`src/rtl/pixel_sram_pkg.sv`:
```
// Shared constants, types and window helper for the pixel SRAM arbiter.
// All timing compares are unsigned; h positions carry one extra bit so look-ahead never wraps.
package pixel_sram_pkg;

  localparam int ADDR_W     = 17;
  localparam int DATA_W     = 8;
  localparam int CNT_W      = 12;
  localparam int FIFO_DEPTH = 16;
  localparam int LEVEL_W    = $clog2(FIFO_DEPTH + 1);
  localparam int WR_CYCLES  = 3;

  localparam logic [CNT_W:0]   H_WIN_START = 13'd157;
  localparam logic [CNT_W:0]   H_WIN_END   = 13'd800;
  localparam logic [CNT_W-1:0] V_WIN_START = 12'd45;
  localparam logic [CNT_W-1:0] V_WIN_END   = 12'd525;

  typedef enum logic [2:0] {
    IDLE,
    GPU_RD,
    W_SETUP,
    W_PULSE,
    W_HOLD
  } arb_state_t;

  typedef struct packed {
    logic [ADDR_W-1:0] addr;
    logic [DATA_W-1:0] data;
  } wr_entry_t;

  // True when the pixel engine owns the SRAM at line position h of line v.
  function automatic logic in_gpu_win(input logic [CNT_W:0]   h,
                                      input logic [CNT_W-1:0] v,
                                      input logic             using_lb);
    return !using_lb && (v >= V_WIN_START) && (v < V_WIN_END) &&
           (h >= H_WIN_START) && (h < H_WIN_END);
  endfunction

endpackage

```
`src/rtl/pixel_wr_fifo.sv`:
```
// Synchronous FIFO buffering CPU framebuffer writes; head is visible combinationally.
// Push while full and pop while empty are ignored; simultaneous push/pop keeps the count.
module pixel_wr_fifo #(
  parameter int WIDTH = 25,
  parameter int DEPTH = 16
) (
  input  logic                         clkPixel,
  input  logic                         resetn,
  input  logic                         push,
  input  logic [WIDTH-1:0]             push_data,
  input  logic                         pop,
  output logic [WIDTH-1:0]             head,
  output logic                         full,
  output logic                         empty,
  output logic [$clog2(DEPTH+1)-1:0]   count
);

  localparam int PTR_W = $clog2(DEPTH);
  localparam int LVL_W = $clog2(DEPTH + 1);

  logic [WIDTH-1:0] mem [DEPTH];
  logic [PTR_W-1:0] wr_ptr;
  logic [PTR_W-1:0] rd_ptr;
  logic             do_push;
  logic             do_pop;

  assign full    = (count == LVL_W'(DEPTH));
  assign empty   = (count == '0);
  assign do_push = push && !full;
  assign do_pop  = pop && !empty;
  assign head    = mem[rd_ptr];

  // NOTE: storage has no reset; only pointers and count define validity, and leaving it out lets it map to RAM.
  always_ff @(posedge clkPixel) begin
    if (do_push) mem[wr_ptr] <= push_data;
  end

  always_ff @(posedge clkPixel or negedge resetn) begin
    if (!resetn) begin
      wr_ptr <= '0;
      rd_ptr <= '0;
      count  <= '0;
    end else begin
      if (do_push) wr_ptr <= wr_ptr + PTR_W'(1);
      if (do_pop)  rd_ptr <= rd_ptr + PTR_W'(1);
      case ({do_push, do_pop})
        2'b10:   count <= count + LVL_W'(1);
        2'b01:   count <= count - LVL_W'(1);
        default: count <= count;
      endcase
    end
  end

endmodule

```
`src/rtl/pixel_sram_arbiter.sv`:
```
// Owns the 8-bit async pixel SRAM: pixel-engine reads inside the read window,
// queued CPU writes (SETUP/PULSE/HOLD) everywhere else, never started too close to the window.
module pixel_sram_arbiter
  import pixel_sram_pkg::*;
(
  input  logic               clkPixel,
  input  logic               resetn,
  input  logic [CNT_W-1:0]   h_count,
  input  logic [CNT_W-1:0]   v_count,
  input  logic               vsync,
  input  logic               blank,
  input  logic [ADDR_W-1:0]  gpu_addr,
  output logic [DATA_W-1:0]  gpu_data,
  input  logic               gpu_using_lb,
  input  logic               cpu_wr_valid,
  output logic               cpu_wr_ready,
  input  logic [ADDR_W-1:0]  cpu_wr_addr,
  input  logic [DATA_W-1:0]  cpu_wr_data,
  output logic [LEVEL_W-1:0] fifo_level,
  output logic [ADDR_W-1:0]  sram_addr,
  input  logic [DATA_W-1:0]  sram_dq_in,
  output logic [DATA_W-1:0]  sram_dq_out,
  output logic               sram_dq_oe,
  output logic               sram_ce_n,
  output logic               sram_oe_n,
  output logic               sram_we_n
);

  arb_state_t state;
  logic       ready_en;
  logic       gpu_win;
  logic       win_soon;
  logic       start_write;
  logic       fifo_full;
  logic       fifo_empty;
  wr_entry_t  push_entry;
  wr_entry_t  head;

  // Sync and blank are informational only at this level.
  logic unused_inputs;
  assign unused_inputs = ^{vsync, blank};

  assign gpu_win = in_gpu_win({1'b0, h_count}, v_count, gpu_using_lb);

  // A write needs the next WR_CYCLES positions of this line clear of the read window.
  always_comb begin
    // NOTE: default first so no path leaves the variable unassigned and a latch is inferred.
    win_soon = 1'b0;
    for (int i = 1; i <= WR_CYCLES; i++) begin
      win_soon = win_soon | in_gpu_win({1'b0, h_count} + 13'(i), v_count, gpu_using_lb);
    end
  end

  assign cpu_wr_ready = ready_en && !fifo_full;
  assign push_entry   = '{addr: cpu_wr_addr, data: cpu_wr_data};
  assign start_write  = (state == IDLE) && !gpu_win && !fifo_empty && !win_soon;

  pixel_wr_fifo #(
    .WIDTH ($bits(wr_entry_t)),
    .DEPTH (FIFO_DEPTH)
  ) u_wr_fifo (
    .clkPixel  (clkPixel),
    .resetn    (resetn),
    .push      (cpu_wr_valid && cpu_wr_ready),
    .push_data (push_entry),
    .pop       (start_write),
    .head      (head),
    .full      (fifo_full),
    .empty     (fifo_empty),
    .count     (fifo_level)
  );

  // NOTE: sequential state uses non-blocking assignments only, so every register sees pre-edge values.
  always_ff @(posedge clkPixel or negedge resetn) begin
    if (!resetn) begin
      state       <= IDLE;
      ready_en    <= 1'b0;
      sram_addr   <= '0;
      sram_dq_out <= '0;
      sram_dq_oe  <= 1'b0;
      sram_ce_n   <= 1'b1;
      sram_oe_n   <= 1'b1;
      sram_we_n   <= 1'b1;
      gpu_data    <= '0;
    end else begin
      ready_en <= 1'b1;
      case (state)
        IDLE: begin
          if (gpu_win) begin
            state     <= GPU_RD;
            sram_addr <= gpu_addr;
            sram_ce_n <= 1'b0;
            sram_oe_n <= 1'b0;
          end else if (start_write) begin
            state       <= W_SETUP;
            sram_addr   <= head.addr;
            sram_dq_out <= head.data;
            sram_dq_oe  <= 1'b1;
            sram_ce_n   <= 1'b0;
            sram_we_n   <= 1'b1;
          end
        end
        GPU_RD: begin
          // Data for the address presented one edge earlier.
          gpu_data <= sram_dq_in;
          if (gpu_win) begin
            sram_addr <= gpu_addr;
          end else begin
            state     <= IDLE;
            sram_ce_n <= 1'b1;
            sram_oe_n <= 1'b1;
          end
        end
        W_SETUP: begin
          state     <= W_PULSE;
          sram_we_n <= 1'b0;
        end
        W_PULSE: begin
          state     <= W_HOLD;
          sram_we_n <= 1'b1;
        end
        W_HOLD: begin
          state      <= IDLE;
          sram_dq_oe <= 1'b0;
          sram_ce_n  <= 1'b1;
        end
        default: state <= IDLE;
      endcase
    end
  end

endmodule

```
`config.mk`:
```
export PLATFORM = sky130hd
export DESIGN_NAME = pixel_sram_arbiter
export DESIGN_NICKNAME = d
export VERILOG_FILES = /design/src/rtl/pixel_sram_pkg.sv /design/src/rtl/pixel_wr_fifo.sv /design/src/rtl/pixel_sram_arbiter.sv
export SDC_FILE = /design/constraint.sdc
export NUM_CORES = 1
export LEC_CHECK = 0
export CORE_ASPECT_RATIO = 0.8
export CORE_MARGIN = 1
export CORE_UTILIZATION = 64
export CTS_CLUSTER_SIZE = 14
export DETAILED_ROUTE_END_ITERATION = 8
export GPL_TIMING_DRIVEN = 0
export PLACE_DENSITY_LB_ADDON = 0.08
export SLEW_MARGIN = 20
export SYNTH_ARGS = -nofsm -noshare
export SYNTH_HDL_FRONTEND = slang
export SYNTH_HIERARCHICAL = 1
export SYNTH_SLANG_ARGS = --single-unit
```
`constraint.sdc`:
```
create_clock -name clkPixel -period 10.3 [get_ports clkPixel]
set_input_delay 2.06 -clock clkPixel [delete_from_list [all_inputs] [get_ports clkPixel]]
set_output_delay 2.06 -clock clkPixel [all_outputs]
set_load 0.01 [all_outputs]
```
# After elaboration in Yosys (flattened, before gate mapping)
# Memories as Yosys holds them, arrays and structs flattened.
# Index checks and enable logic that the tools add are counted.
# W data, S select, Z words.
# totals
register_bits,54
ramBits,400
output_inout_bits,43
word_cells,103
n_memories,1
# memory_table
memory,depth,width,rd,rd_ports_with_merged_regs,wr,line,text
u_wr_fifo.mem,16,25,1,0,1,pixel_wr_fifo.sv:21,logic [WIDTH-1:0] mem [DEPTH];
# classes
n_addsub,7
n_lt_le_gt_ge,10
eq_ne,13
mux,21
bitwise,3
n_reduce_logical,36
# op_table
op,count
$mux W17,3
$ge A13 B8 Y1 const B,3
$lt A13 B10 Y1 const B,3
$pmux W17 S2,1
$add A12 B2 Y13 const B,2
$lt A12 B10 Y1 const B,2
$reduce_and A3 Y1,6
$logic_and A1 B1 Y1,17
$add A12 B1 Y13 const B,1
$ge A12 B6 Y1 const B,1
$ge A12 B8 Y1 const B,1
$pmux W3 S4,1
$pmux W5 S2,1
$mux W3,3
$add A4 B1 Y4 const B,2
$mux W1,8
$ne A2 B2 Y1 const B,4
$eq A3 B2 Y1 const B,2
$pmux W1 S3,2
$reduce_bool A2 Y1,3
$reduce_bool A3 Y1,2
$add A5 B1 Y5 const B,1
$eq A5 B5 Y1 const B,1
$logic_not A1 Y1,5
13 further kinds,15

# Depth between registers and ports, before layout
# Gate-level depths: netlist of the first run.
# logic_depth
ltp_word,12
ltp_mapped,22

# Cells and area by module
# Netlist of the first run, hierarchy kept.
# modules_own_cells
mod,instances,cells_each,area_per_inst_um2,seq_area_each_um2
pixel_wr_fifo,1,813,16095.4,12336.8
pixel_sram_arbiter,1,311,3032.9,1029.7

# Worst setup path before layout of the first run
# No wires, ideal clock.
# synth_path
path_kind,input-to-reg
startpoint,input h_count[0]
endpoint,register u_wr_fifo.count[4]
setup_time_ns,0.126
arrival_time_ns,5.733
path_slack_ns,4.441
stages,20
path_buffers,3
path_cell_list,buf_4 > inv_1 > ha_1 > nand4b_4 > o41a_1 > a311oi_2 > o21ai_1 > and4_4 > o211ai_1 > buf_2 > inv_1 > nor2b_1 > clkbuf_1 > ha_1 > ha_1 > nor2b_1 > o21ai_0 > a21oi_1 > or3b_2 > xnor2_1
# synth_between
elab_chain_cells,11
word_cells_on_any_way,31
# synth_rtl
item,line,text
start: declaration,pixel_sram_arbiter.sv:8,"input logic [CNT_W-1:0] h_count,"
$add A12 B1 Y13 or $add A12 B2 Y13 (tied branches),pixel_sram_arbiter.sv:50,"win_soon = win_soon | in_gpu_win({1'b0, h_count} + 13'(i), v_count, gpu_using_lb);"
$ge A13 B8 Y1,pixel_sram_pkg.sv:35,(h >= H_WIN_START) && (h < H_WIN_END);
$logic_and A1 B1 Y1,pixel_sram_pkg.sv:34,return !using_lb && (v >= V_WIN_START) && (v < V_WIN_END) &&
$logic_and A1 B1 Y1,pixel_sram_pkg.sv:35,
$or A1 B1 Y1 (2 in series),pixel_sram_arbiter.sv:50,
$logic_not A1 Y1,pixel_sram_arbiter.sv:56,assign start_write = (state == IDLE) && !gpu_win && !fifo_empty && !win_soon;
$logic_and A1 B1 Y1 *,pixel_sram_arbiter.sv:56,
named net start_write,pixel_sram_arbiter.sv:33,logic start_write;
$logic_and A1 B1 Y1 *,pixel_wr_fifo.sv:30,assign do_pop = pop && !empty;
named net u_wr_fifo.do_pop,pixel_wr_fifo.sv:25,logic do_pop;
$eq A2 B1 Y1 or $eq A2 B2 Y1 (tied branches),pixel_wr_fifo.sv:46,"case ({do_push, do_pop})"
$pmux W5 S2 or $reduce_bool A2 Y1 (tied branches),-,
end signal: assignment,pixel_wr_fifo.sv:47,2'b10: count <= count + LVL_W'(1);
end signal: assignment,pixel_wr_fifo.sv:48,2'b01: count <= count - LVL_W'(1);
end signal: assignment,pixel_wr_fifo.sv:49,default: count <= count;
end: declaration,pixel_wr_fifo.sv:15,output logic [$clog2(DEPTH+1)-1:0] count
# The timed path passes the listed nets; every way through them passes the cells marked *.
# A chain may end at the register's enable or synchronous reset.

# Worst setup path in the final report of the first run
# layout_path
startpoint,input h_count[1]
endpoint,register u_wr_fifo.count[4]
# Same word-level chain as after synthesis.

==> results.txt, run 1 <==
Status - completed
Boundary Pins - 123
Post-Synthesis Net Count - 1,224
H-tree lvl count - 2
Initial Utilization - 65.2%
Count of pins over their slew limit - 0
Later-pin clock latency in the skew report - 0.54 ns
Crit-path max FO - 11
Largest area contributor in the netlist - edfxtp_1
Die area - 30,600 um2
Fmax - 0.137 GHz
Root buf cell - clkbuf_16
Detailed Place HPWL - 30,500 um
Wire length per cell - 26.2 um
Worst Skew - 0.0165 ns
Period utilization - 70.6%
Routed vias - 11,265
Post-route antenna net violation count - 0
Startpoint of the worst hold path - sram_oe_n$_DFFE_PN1P_
Gr usage total - 30.3%
Max VDD drop - 0.178 mV
Critical Path AT - 7.70 ns
FF-to-FF Start - u_wr_fifo/count[0]$_DFFE_PN0P_
Power per cell area - 264 nW/um2
Slowest-stage cell, CP - clkdlybuf4s50_1
# port buffers - 116
Yosys cell types - 73
Row count - 56
First-pass GRT wire length - 67,500 um
Die X - 195 um
Main synth FF type - edfxtp_1
CTS tree - built
Placed Cells - 1,642
Postcts setup bufs - 0
Post-Layout Cell Count - 1,719
Synth Warn # - 6
Final setup TNS - 0 ns
Drt via density - 6.55
Final Core Density - 77.6%
RD Place Congestion - 0.866
Power Total - 6.01 mW
CP cell instances - clkdlybuf4s50_1 -> inv_1 -> ha_1 -> a21oi_1 -> nor3b_1 -> a221oi_1 -> a41o_1 -> nand4b_1 -> and4_4 -> o211ai_1 -> buf_2 -> inv_1 -> nor2b_1 -> clkbuf_1 -> ha_1 -> ha_1 -> nor2b_1 -> o21ai_0 -> a21oi_1 -> or3b_2 -> xnor2_1
Sequential cell area - 13,400 um2
Hold Fails Final Rpt - 0
Tmin final - 7.27 ns
CP Launch Point - h_count[1]
Vias in the first global route - 11,083
CP Class - in -> reg
Layout Nets - 1,410
Initial antenna violation count - 0
Design area - 22,800 um2
Seq cells post-synth - 454
Syn_area_per_cell - 17.0 um2
Clk sink count - 454
Synth top area cells - edfxtp_1 63%, dfrtp_1 6.7%, mux4_2 5.9%, mux2i_1 5.3%, a221oi_1 2.3%
Layout cell share with drive strength beyond 1 - 19.1%
Synth Instances - 1,124
Slew HR - 25.5%
Initial DRC count - 1,066
Max cap viols - 0
Placed cell area - 21,300 um2
Hold-fix buffers, CTS - 0
Post-synthesis sequential area ratio - 69.9%
Core Footprint - 29,400 um2
CP startpoint kind - input port
Largest net degree at the start of global routing - 47
Critical path's most frequent cell - ha_1
Worst hold path type - reg -> reg
Fillcell total - 1,623
Max clock buf depth - 3
Footprint of the multi-input gates - 5390 um2
Worst path max stage delay - 0.73 ns
Final count of negative-setup-slack endpoints - 0
Clock transition at path regs - 0.07 ns
Worst-Margin Slew - 1.12 ns
Data required, critical path - 10.73 ns
DRC - 0
Number of synthesized flops with an enable pin - 400
Setup crit end kind - flop
Synth-to-layout area growth - 19.1%
Top cell type's share of synthesized area - 62.8%
DRT Pass-1 Iters - 9
Area of the mapped netlist - 19,100 um2
Final wirelength - 45,000 um
RSZ-0062 raised after global routing - no
Die extent in y - 157 um
LEAKAGE - 7.92 nW
CTS Buf Count - 43
Antenna Cells - 0
Post-synth ARST share - 11.9%
Post-CTS Resized - 0
Overflow after GRT - 0
-- metal layers --
metal | vias up | routed length [um] | GRT usage (%)
met5 | - | 0 | 0
met4 | 0 | 1140 | 9.56
met3 | 73 | 3780 | 3.99
met2 | 541 | 21200 | 47.1
li1 | 4923 | - | -
met1 | 5728 | 18900 | 45.2
-- sequential cells by signal, indices dropped and copies added (netlist names) --
name,cells
u_wr_fifo/count,5
sram_dq_out,8
ready_en,1
u_wr_fifo/mem,400
sram_dq_oe,1
sram_we_n,1
u_wr_fifo/rd_ptr,4
state,3
u_wr_fifo/wr_ptr,4
sram_ce_n,1
gpu_data,8
sram_addr,17
sram_oe_n,1
-- power by group --
part | leakage, nW | switching (mW) | internal (mW) | total, mW
logic | 3.00 | 1.16 | 0.950 | 2.11
clock network | 0.706 | 0.653 | 0.967 | 1.62
registers | 4.22 | 0.0914 | 2.20 | 2.29
-- cells in the final DEF (no fill, tap or decap), types with 12 or more instances in the layout --
| cell type | n |
|---|---|
| ha_1 | 19 |
| buf_2 | 21 |
| mux2i_1 | 102 |
| clkbuf_16 | 45 |
| a22oi_1 | 25 |
| nor2_4 | 12 |
| dfrtp_1 | 51 |
| a221oi_1 | 51 |
| nand2_1 | 55 |
| mux2_2 | 33 |
| clkdlybuf4s50_1 | 115 |
| o21ai_0 | 40 |
| buf_4 | 25 |
| mux4_2 | 50 |
| edfxtp_1 | 400 |
| o22a_1 | 18 |
| inv_1 | 19 |
| buf_16 | 13 |
| clkbuf_1 | 29 |
| nor2_1 | 23 |
-- kinds of logic after synthesis --
| kind of cell | after synthesis | share of synthesized area [%] |
|---|---|---|
| DFF | 454 | 69.9 |
| AOI/OAI and AO/OA | 193 | 7.80 |
| muxes | 186 | 13.2 |
| and+or+nand+nor | 164 | 4.31 |
| buffers and inverters | 86 | 2.50 |
| adders and majority gates | 20 | 1.35 |
| xor gates and xnor gates | 20 | 0.916 |
| other | 1 | 0.0196 |
-- metrics by stage --
| step | setup slack, ns | hold WS, ns |
|---|---|---|
| final | 3.03 | 0.467 |
| after global routing | 2.79 | 0.498 |
| after CTS | 3.05 | 0.468 |
| after detailed placement | 2.57 | 0.460 |
| after global placement | 2.58 | 0.456 |
| after floorplan | 4.44 | 0.450 |
-- path summary, 6_finish.rpt --
kind	endpoint	slack, ns	cells after the start
worst max-delay path	u_wr_fifo/count[4]$_DFFE_PN0P_	3.03	21
worst min-delay path	sram_oe_n$_DFFE_PN1P_	0.47	2
worst max register to register	u_wr_fifo/count[4]$_DFFE_PN0P_	5.84	16
worst min register to register	sram_oe_n$_DFFE_PN1P_	0.47	2
max in group asynchronous	sram_we_n$_DFFE_PN1P_	8.35	2
min in group asynchronous	sram_dq_out[2]$_DFFE_PN0P_	1.38	1
-- layout make-up --
type / count / share of cell area, %
Tap cell: 377 / 2.07
Inverter: 19 / 0.313
Multi-Input combinational cell: 584 / 23.7
Clock inverter: 16 / 0.917
Buffer: 67 / 1.79
Clock buffer: 61 / 5.47
Sequential cell: 454 / 58.7
Timing Repair Buffer: 141 / 7.07
-- critical path, delay by kind of cell --
family,cells,cell delay [ns]
and+or+nand+nor,6,1.18
adders and majority gates,3,0.97
AOI/OAI and AO/OA,6,1.65
buffers and inverters,5,1.68
xor gates and xnor gates,1,0.14
-- cell usage after synthesis (all sizes together), types with 9 or more instances --
master / instances
edfxtp: 400
a22oi: 25
clkbuf: 22
ha: 19
mux2: 34
nand2: 56
mux2i: 102
a21oi: 12
inv: 19
o22a: 18
xnor2: 11
nor2: 35
nand3: 12
dfrtp: 51
nor3: 10
o21ai: 43
xor2: 9
buf: 45
a221oi: 51
mux4: 50
o221a: 17
No activity file was read; power rests on OpenSTA's default activity.
==> run 2: changes to the inputs <==
--- a/config.mk
+++ b/config.mk
@@ -7,7 +7,7 @@
 export LEC_CHECK = 0
 export CORE_ASPECT_RATIO = 0.8
 export CORE_MARGIN = 1
-export CORE_UTILIZATION = 64
+export CORE_UTILIZATION = 59
 export CTS_CLUSTER_SIZE = 14
 export DETAILED_ROUTE_END_ITERATION = 8
 export GPL_TIMING_DRIVEN = 0
==> constraint.sdc (replaced) <==
create_clock -name clkPixel -period 6.8 [get_ports clkPixel]
set_input_delay 1.36 -clock clkPixel [delete_from_list [all_inputs] [get_ports clkPixel]]
set_output_delay 1.36 -clock clkPixel [all_outputs]
set_load 0.01 [all_outputs]
==> results.txt, run 2 (same netlist as run 1, synthesis figures left out) <==
Status - completed
CP Launch Point - h_count[1]
Max clock buf depth - 3 (unchanged)
CP Class - in -> reg
CP cell instances - clkdlybuf4s50_1 -> inv_1 -> ha_1 -> a21oi_1 -> nor3b_1 -> a221oi_1 -> nor2_1 -> o21ai_1 -> and4_4 -> o211ai_1 -> clkbuf_4 -> inv_1 -> nor2b_1 -> clkbuf_1 -> ha_1 -> inv_1 -> fa_1 -> nor2b_1 -> o21ai_0 -> nand3_1 -> or3b_2 -> xnor2_1
Setup slack at placement - -0.260 ns (-2.83 ns)
WL met1 - 19,500 um (+3.4%)
Count of pins over their slew limit - 0 (unchanged)
Tmin final - 6.22 ns
Slowest-stage cell, CP - clkdlybuf4s50_1
Boundary Pins - 123 (unchanged)
Die area - 33,100 um2 (+8.4%)
R2R Path End - u_wr_fifo/count[4]$_DFFE_PN0P_
RD Place Congestion - 0.830 (-4.2%)
Critical Path Stages - 22 (+4.8%)
Die extent in y - 163 um (+4.1%)
Detailed Place HPWL - 30,600 um (+0.44%)
Critical Path AT - 6.65 ns (-1.05 ns)
Design area - 22,800 um2 (-0.10%)
Wire length on met3 - 3500 um (-7.4%)
Crit-path max FO - 11 (unchanged)
Clk sink count - 454 (unchanged)
Drt via density - 6.40 (-2.3%)
Period utilization - 91.5%
Final setup TNS - 0 ns (unchanged)
Initial DRC count - 1,253 (+18%)
DRT Pass-1 Iters - 5 (-4)
Worst Skew - 0.0154 ns (-0.00113 ns)
DRC - 0 (unchanged)
Antenna Cells - 0 (unchanged)
Data required, critical path - 7.23 ns (-3.50 ns)
Placed cell area - 21,300 um2 (about the same)
FF-to-FF Start - u_wr_fifo/count[0]$_DFFE_PN0P_
CTS Buf Count - 43 (unchanged)
Power per cell area - 398 nW/um2 (+51%)
Final wirelength - 46,000 um (+2.1%)
Placed Cells - 1,685 (+2.6%)
Hold-fix buffers, CTS - 0 (unchanged)
Routed vias - 11,304 (+0.35%)
Worst hold path type - reg -> reg
Later-pin clock latency in the skew report - 0.55 ns (about the same)
CTS tree - built
Vias in the first global route - 11,159 (+0.69%)
Uppermost layer routed - met4
Commonest cells after routing, fill and taps aside - 400 x edfxtp_1, 115 x clkdlybuf4s50_1, 102 x mux2i_1, 55 x nand2_1
Commonest non-fill, non-tap cell in the layout - edfxtp_1
RSZ-0062 raised after global routing - no
Met2 WL - 21,500 um (+1.4%)
Reg with most FFs - u_wr_fifo/mem
Hold Fails Final Rpt - 0 (unchanged)
Largest net degree at the start of global routing - 47 (unchanged)
Worst path max stage delay - 0.72 ns (about the same)
Final count of negative-setup-slack endpoints - 0 (unchanged)
Final WS setup - 0.578 ns (-2.45 ns)
Slew HR - 21.5% (-4.0 points)
H-tree lvl count - 2 (unchanged)
CP top delay family - buffers and inverters
Die X - 203 um (+4.1%)
Clock transition at path regs - 0.06 ns (about the same)
Layout Nets - 1,411 (+0.071%)
Startpoint of the worst hold path - sram_oe_n$_DFFE_PN1P_
Gr usage total - 28.7% (-1.6 points)
Biggest registers after layout - u_wr_fifo/mem: 400 flops, sram_addr: 17 flops
Initial Utilization - 60.5% (-4.7 points)
Power Total - 9.06 mW (+51%)
R2R cell count - 16 (unchanged)
Core Footprint - 31,600 um2 (+7.8%)
Worst-Margin Slew - 1.18 ns (+0.0602 ns)
Setup crit end kind - flop
Buf/Inv on CP - 6 (+1)
# port buffers - 116 (unchanged)
Layout cell share with drive strength beyond 1 - 18.9% (-0.19 points)
Max VDD drop - 0.246 mV (+38%)
Max cap viols - 0 (unchanged)
Flop2flop setup slack - 2.59 ns (-3.25 ns)
Hold Path End - sram_oe_n$_DFFE_PN1P_
Overflow after GRT - 0 (unchanged)
Initial antenna violation count - 0 (unchanged)
Hold path depth - 2 (unchanged)
Wire length per cell - 26.0 um (-0.51%)
Critical path's most frequent cell - inv_1
Fmax - 0.161 GHz
First-pass GRT wire length - 69,200 um (+2.6%)
Root buf cell - clkbuf_16
LEAKAGE - 7.90 nW (-0.33%)
Synth-to-layout area growth - 18.9%
Post-route antenna net violation count - 0 (unchanged)
Max reg flops - 400 (unchanged)
Row count - 58 (+3.6%)
Post-Layout Cell Count - 1,765 (+2.7%)
CP startpoint kind - input port
-- run 2: changes by cell type in the layout (fill, tap and decap cells not counted), sizes merged --
cell / change
clkinvlp: -2
clkbuf: -3
clkinv: +7
inv: +1
-- run 2: cell type report --
class | count | area (um2)
Multi-Input combinational cell | 584 | 5390
Sequential cell | 454 | 13400
Clock buffer | 57 | 1160
Buffer | 67 | 409
Inverter | 19 | 71.3
Fill cell | 2024 | 8890
Timing Repair Buffer | 142 | 1580
Tap cell | 420 | 526
Clock inverter | 22 | 241
-- run 2: worst max-delay path by stage --
stage	end
finish	u_wr_fifo/count[4]$_DFFE_PN0P_
global route	u_wr_fifo/count[4]$_DFFE_PN0P_
detailed placement	u_wr_fifo/count[4]$_DFFE_PN0P_
global placement	u_wr_fifo/count[4]$_DFFE_PN0P_
floorplan	u_wr_fifo/count[4]$_DFFE_PN0P_
CTS	u_wr_fifo/count[4]$_DFFE_PN0P_
-- run 2: routing by layer --
layer / up-vias / GRT usage (%)
met2: 499 / 44.4
met4: 0 / 9.47
met1: 5807 / 42.3
met3: 85 / 4.49
li1: 4913 / -
met5: - / 0
-- run 2: where the power goes --
group	internal, mW	switching, mW	leakage [nW]
clock	1.39	0.991	0.688
sequential	3.33	0.138	4.22
combinational	1.44	1.77	2.99
total	6.16	2.90	7.90
-- run 2: tightest hold or removal path, cell delays in order (launching register included) --
cell and delay (ns):
dfstp_2 0.38, nand2_1 0.05, nand2_1 0.04
-- run 2: through the flow --
| stage | util, % | hold slack, ns |
|---|---|---|
| 4_1_cts | 71.9 | 0.468 |
| 6_report | 71.9 | 0.472 |
| 3_5_place_dp | 67.4 | 0.458 |
| 2_1_floorplan | - | 0.450 |
| 5_1_grt | 71.9 | 0.500 |
| 3_3_place_gp | 65.8 | 0.458 |
-- run 2: what timing repair did --
item | in CTS | in global routing
endpoints found under the hold margin | 0 | 0
gates resized for setup | 0 | 1
setup buffers | 0 | 1
setup endpoints to repair | 0 | 1
==> run 3: changes to the inputs <==
--- a/config.mk
+++ b/config.mk
@@ -7,7 +7,7 @@
 export LEC_CHECK = 0
 export CORE_ASPECT_RATIO = 0.8
 export CORE_MARGIN = 1
-export CORE_UTILIZATION = 59
+export CORE_UTILIZATION = 30
 export CTS_CLUSTER_SIZE = 14
 export DETAILED_ROUTE_END_ITERATION = 8
 export GPL_TIMING_DRIVEN = 0
==> results.txt, run 3 (same netlist as run 1, synthesis figures left out) <==
CTS Buf Count - 49 (+14%)
Gr usage total - 16.3% (-12 points)
CP Class - in -> reg
Max clock buf depth - 3 (unchanged)
Worst hold path type - reg -> reg
Final count of negative-setup-slack endpoints - 0 (unchanged)
Layout cell share with drive strength beyond 1 - 19.5% (+0.63 points)
CP startpoint kind - input port
DRC - 0 (unchanged)
Flop2flop setup slack - 2.59 ns (about the same)
Fmax - 0.159 GHz (-0.83%)
Status - completed
Core Footprint - 62,800 um2 (+98%)
Drt via density - 5.00 (-22%)
Worst Skew - 0.0311 ns (+0.0157 ns)
R2R cell count - 17 (+1)
Post-Layout Cell Count - 2,203 (+25%)
Initial antenna violation count - 0 (unchanged)
Buf/Inv on CP - 5 (-1)
Initial DRC count - 791 (-37%)
RSZ-0062 raised after global routing - no
Placed cell area - 22,000 um2 (+2.9%)
Hold Path End - sram_oe_n$_DFFE_PN1P_
FF-to-FF Start - u_wr_fifo/count[0]$_DFFE_PN0P_
Vias in the first global route - 10,958 (-1.8%)
Final wirelength - 52,800 um (+15%)
Tmin final - 6.27 ns (+0.0518 ns)
Data required, critical path - 7.28 ns (+0.05 ns)
H-tree lvl count - 2 (unchanged)
Synth-to-layout area growth - 22.7%
Setup slack at placement - -0.554 ns (-0.295 ns)
Die area - 64,800 um2 (+95%)
Hold Fails Final Rpt - 0 (unchanged)
Slowest-stage cell, CP - clkdlybuf4s50_1
Setup crit end kind - flop
Clock transition at path regs - 0.06 ns (about the same)
Die X - 284 um (+40%)
Worst path max stage delay - 0.73 ns (about the same)
Commonest non-fill, non-tap cell in the layout - edfxtp_1
Row count - 82 (+41%)
Design area - 23,500 um2 (+3.2%)
Reg with most FFs - u_wr_fifo/mem
Power per cell area - 395 nW/um2 (-0.66%)
Fillcell total - 5,918 (+190%)
Slew HR - 27.2% (+5.7 points)
Startpoint of the worst hold path - sram_oe_n$_DFFE_PN1P_
Max cap viols - 0 (unchanged)
Detailed Place HPWL - 36,200 um (+18%)
Boundary Pins - 123 (unchanged)
Placed Cells - 2,111 (+25%)
# port buffers - 116 (unchanged)
LEAKAGE - 7.99 nW (+1.2%)
Overflow after GRT - 0 (unchanged)
CP cell instances - clkdlybuf4s50_1 -> ha_1 -> nand4_1 -> nor4b_1 -> a211oi_1 -> o21a_1 -> o2111ai_1 -> and4_4 -> o211ai_1 -> clkbuf_4 -> inv_1 -> nor2b_1 -> clkbuf_1 -> ha_1 -> inv_1 -> fa_1 -> nor2b_1 -> o21ai_0 -> nand3_1 -> or3b_2 -> xnor2_1
Largest net degree at the start of global routing - 47 (unchanged)
Max reg flops - 400 (unchanged)
CP top delay family - simple AND/OR/NAND/NOR gates
Wire length per cell - 24.0 um (-7.9%)
Final WS setup - 0.526 ns (-0.0518 ns)
DRT Pass-1 Iters - 7 (+2)
Die extent in y - 228 um (+40%)
Layout Nets - 1,423 (+0.85%)
Power Total - 9.28 mW (+2.5%)
Root buf cell - clkbuf_16
Clk sink count - 454 (unchanged)
Later-pin clock latency in the skew report - 0.59 ns (+0.04 ns)
Hold WS - 0.459 ns (-0.0127 ns)
R2R Path End - u_wr_fifo/count[4]$_DFFE_PN0P_
Antenna Cells - 0 (unchanged)
CTS tree - built
Crit-path max FO - 11 (unchanged)
Hold path depth - 2 (unchanged)
Initial Utilization - 30.5% (-30 points)
Commonest cells after routing, fill and taps aside - 400 x edfxtp_1, 115 x clkdlybuf4s50_1, 102 x mux2i_1, 55 x nand2_1
Worst-Margin Slew - 1.09 ns (-0.0848 ns)
Critical Path AT - 6.75 ns (+0.10 ns)
Post-route antenna net violation count - 0 (unchanged)
Period utilization - 92.3% (+0.76 points)
Max VDD drop - 0.205 mV (-17%)
RD Place Congestion - 0.821 (-1.1%)
Biggest registers after layout - u_wr_fifo/mem: 400 flops, sram_addr: 17 flops
First-pass GRT wire length - 77,300 um (+12%)
Count of pins over their slew limit - 0 (unchanged)
Routed vias - 11,023 (-2.5%)
==> run 3: cell types whose count changed in the layout (fill, tap and decap cells not counted), sizes merged <==
cell and delta:
clkinv +9, buf +6, clkbuf +5, bufinv -3
clkinvlp +2, inv -1
==> run 3: area by class of cell <==
cell class                 count  area (um2)  share of cell area [%]
clock buffer                  62        1300                    5.52
inverter                      19        71.3                   0.304
tap                          840        1050                    4.48
buffer                        67         409                    1.74
sequential                   454       13400                    57.0
clock inverter                29         203                   0.864
timing repair buffer         148        1680                    7.15
multi-input combinational    584        5390                    23.0
==> run 3: routing by layer <==
metal	routed length (um)	vias up	GRT usage, %
li1	-	4950	-
met1	25500	5748	24.3
met2	24000	261	25.2
met3	2420	64	2.22
met4	871	0	3.78
met5	0	-	0
==> run 3: worst max path at each step <==
| stage | startpoint | end | cells after the start |
|---|---|---|---|
| 2_1_floorplan | h_count[0] | u_wr_fifo/count[4]$_DFFE_PN0P_ | 20 |
| 3_3_place_gp | cpu_wr_valid | u_wr_fifo/mem[1][2]$_DFFE_PP_ | 6 |
| 3_5_place_dp | h_count[1] | u_wr_fifo/count[4]$_DFFE_PN0P_ | 21 |
| 4_1_cts | h_count[1] | u_wr_fifo/count[4]$_DFFE_PN0P_ | 21 |
| 5_1_grt | h_count[1] | u_wr_fifo/count[4]$_DFFE_PN0P_ | 22 |
| 6_report | h_count[1] | u_wr_fifo/count[4]$_DFFE_PN0P_ | 21 |
==> run 3: where the power goes <==
part           internal, mW  leakage [nW]  switching [mW]  total (mW)
sequential             3.33          4.22           0.130        3.46
clock                  1.42         0.730            1.11        2.53
combinational          1.45          3.04            1.85        3.29
==> run 3: worst register-to-register path, stage by stage (launching register included) <==
cell and delay, ns:
dfrtp_1 0.44, nor4_1 0.10, and2b_1 0.26, or2_2 0.33
nor2_1 0.13, o211ai_1 0.12, clkbuf_4 0.29, inv_1 0.09
nor2b_1 0.12, clkbuf_1 0.42, ha_1 0.36, inv_1 0.11
fa_1 0.42, nor2b_1 0.12, o21ai_0 0.11, nand3_1 0.09
or3b_2 0.45, xnor2_1 0.13
==> run 3: timing repair <==
action,in CTS,in global routing
hold buffers,0,0
setup endpoints to repair,0,1
buffers inserted,0,1
resized for setup,0,1
==> run 3: per-stage QoR <==
| step | utilization, % | TNS (ns) |
|---|---|---|
| after floorplan | - | 0 |
| after global placement | 34.0 | -81.80 |
| after detailed placement | 35.0 | -0.618 |
| after CTS | 37.4 | 0 |
| after global routing | 37.4 | 0 |
| final | 37.4 | 0 |
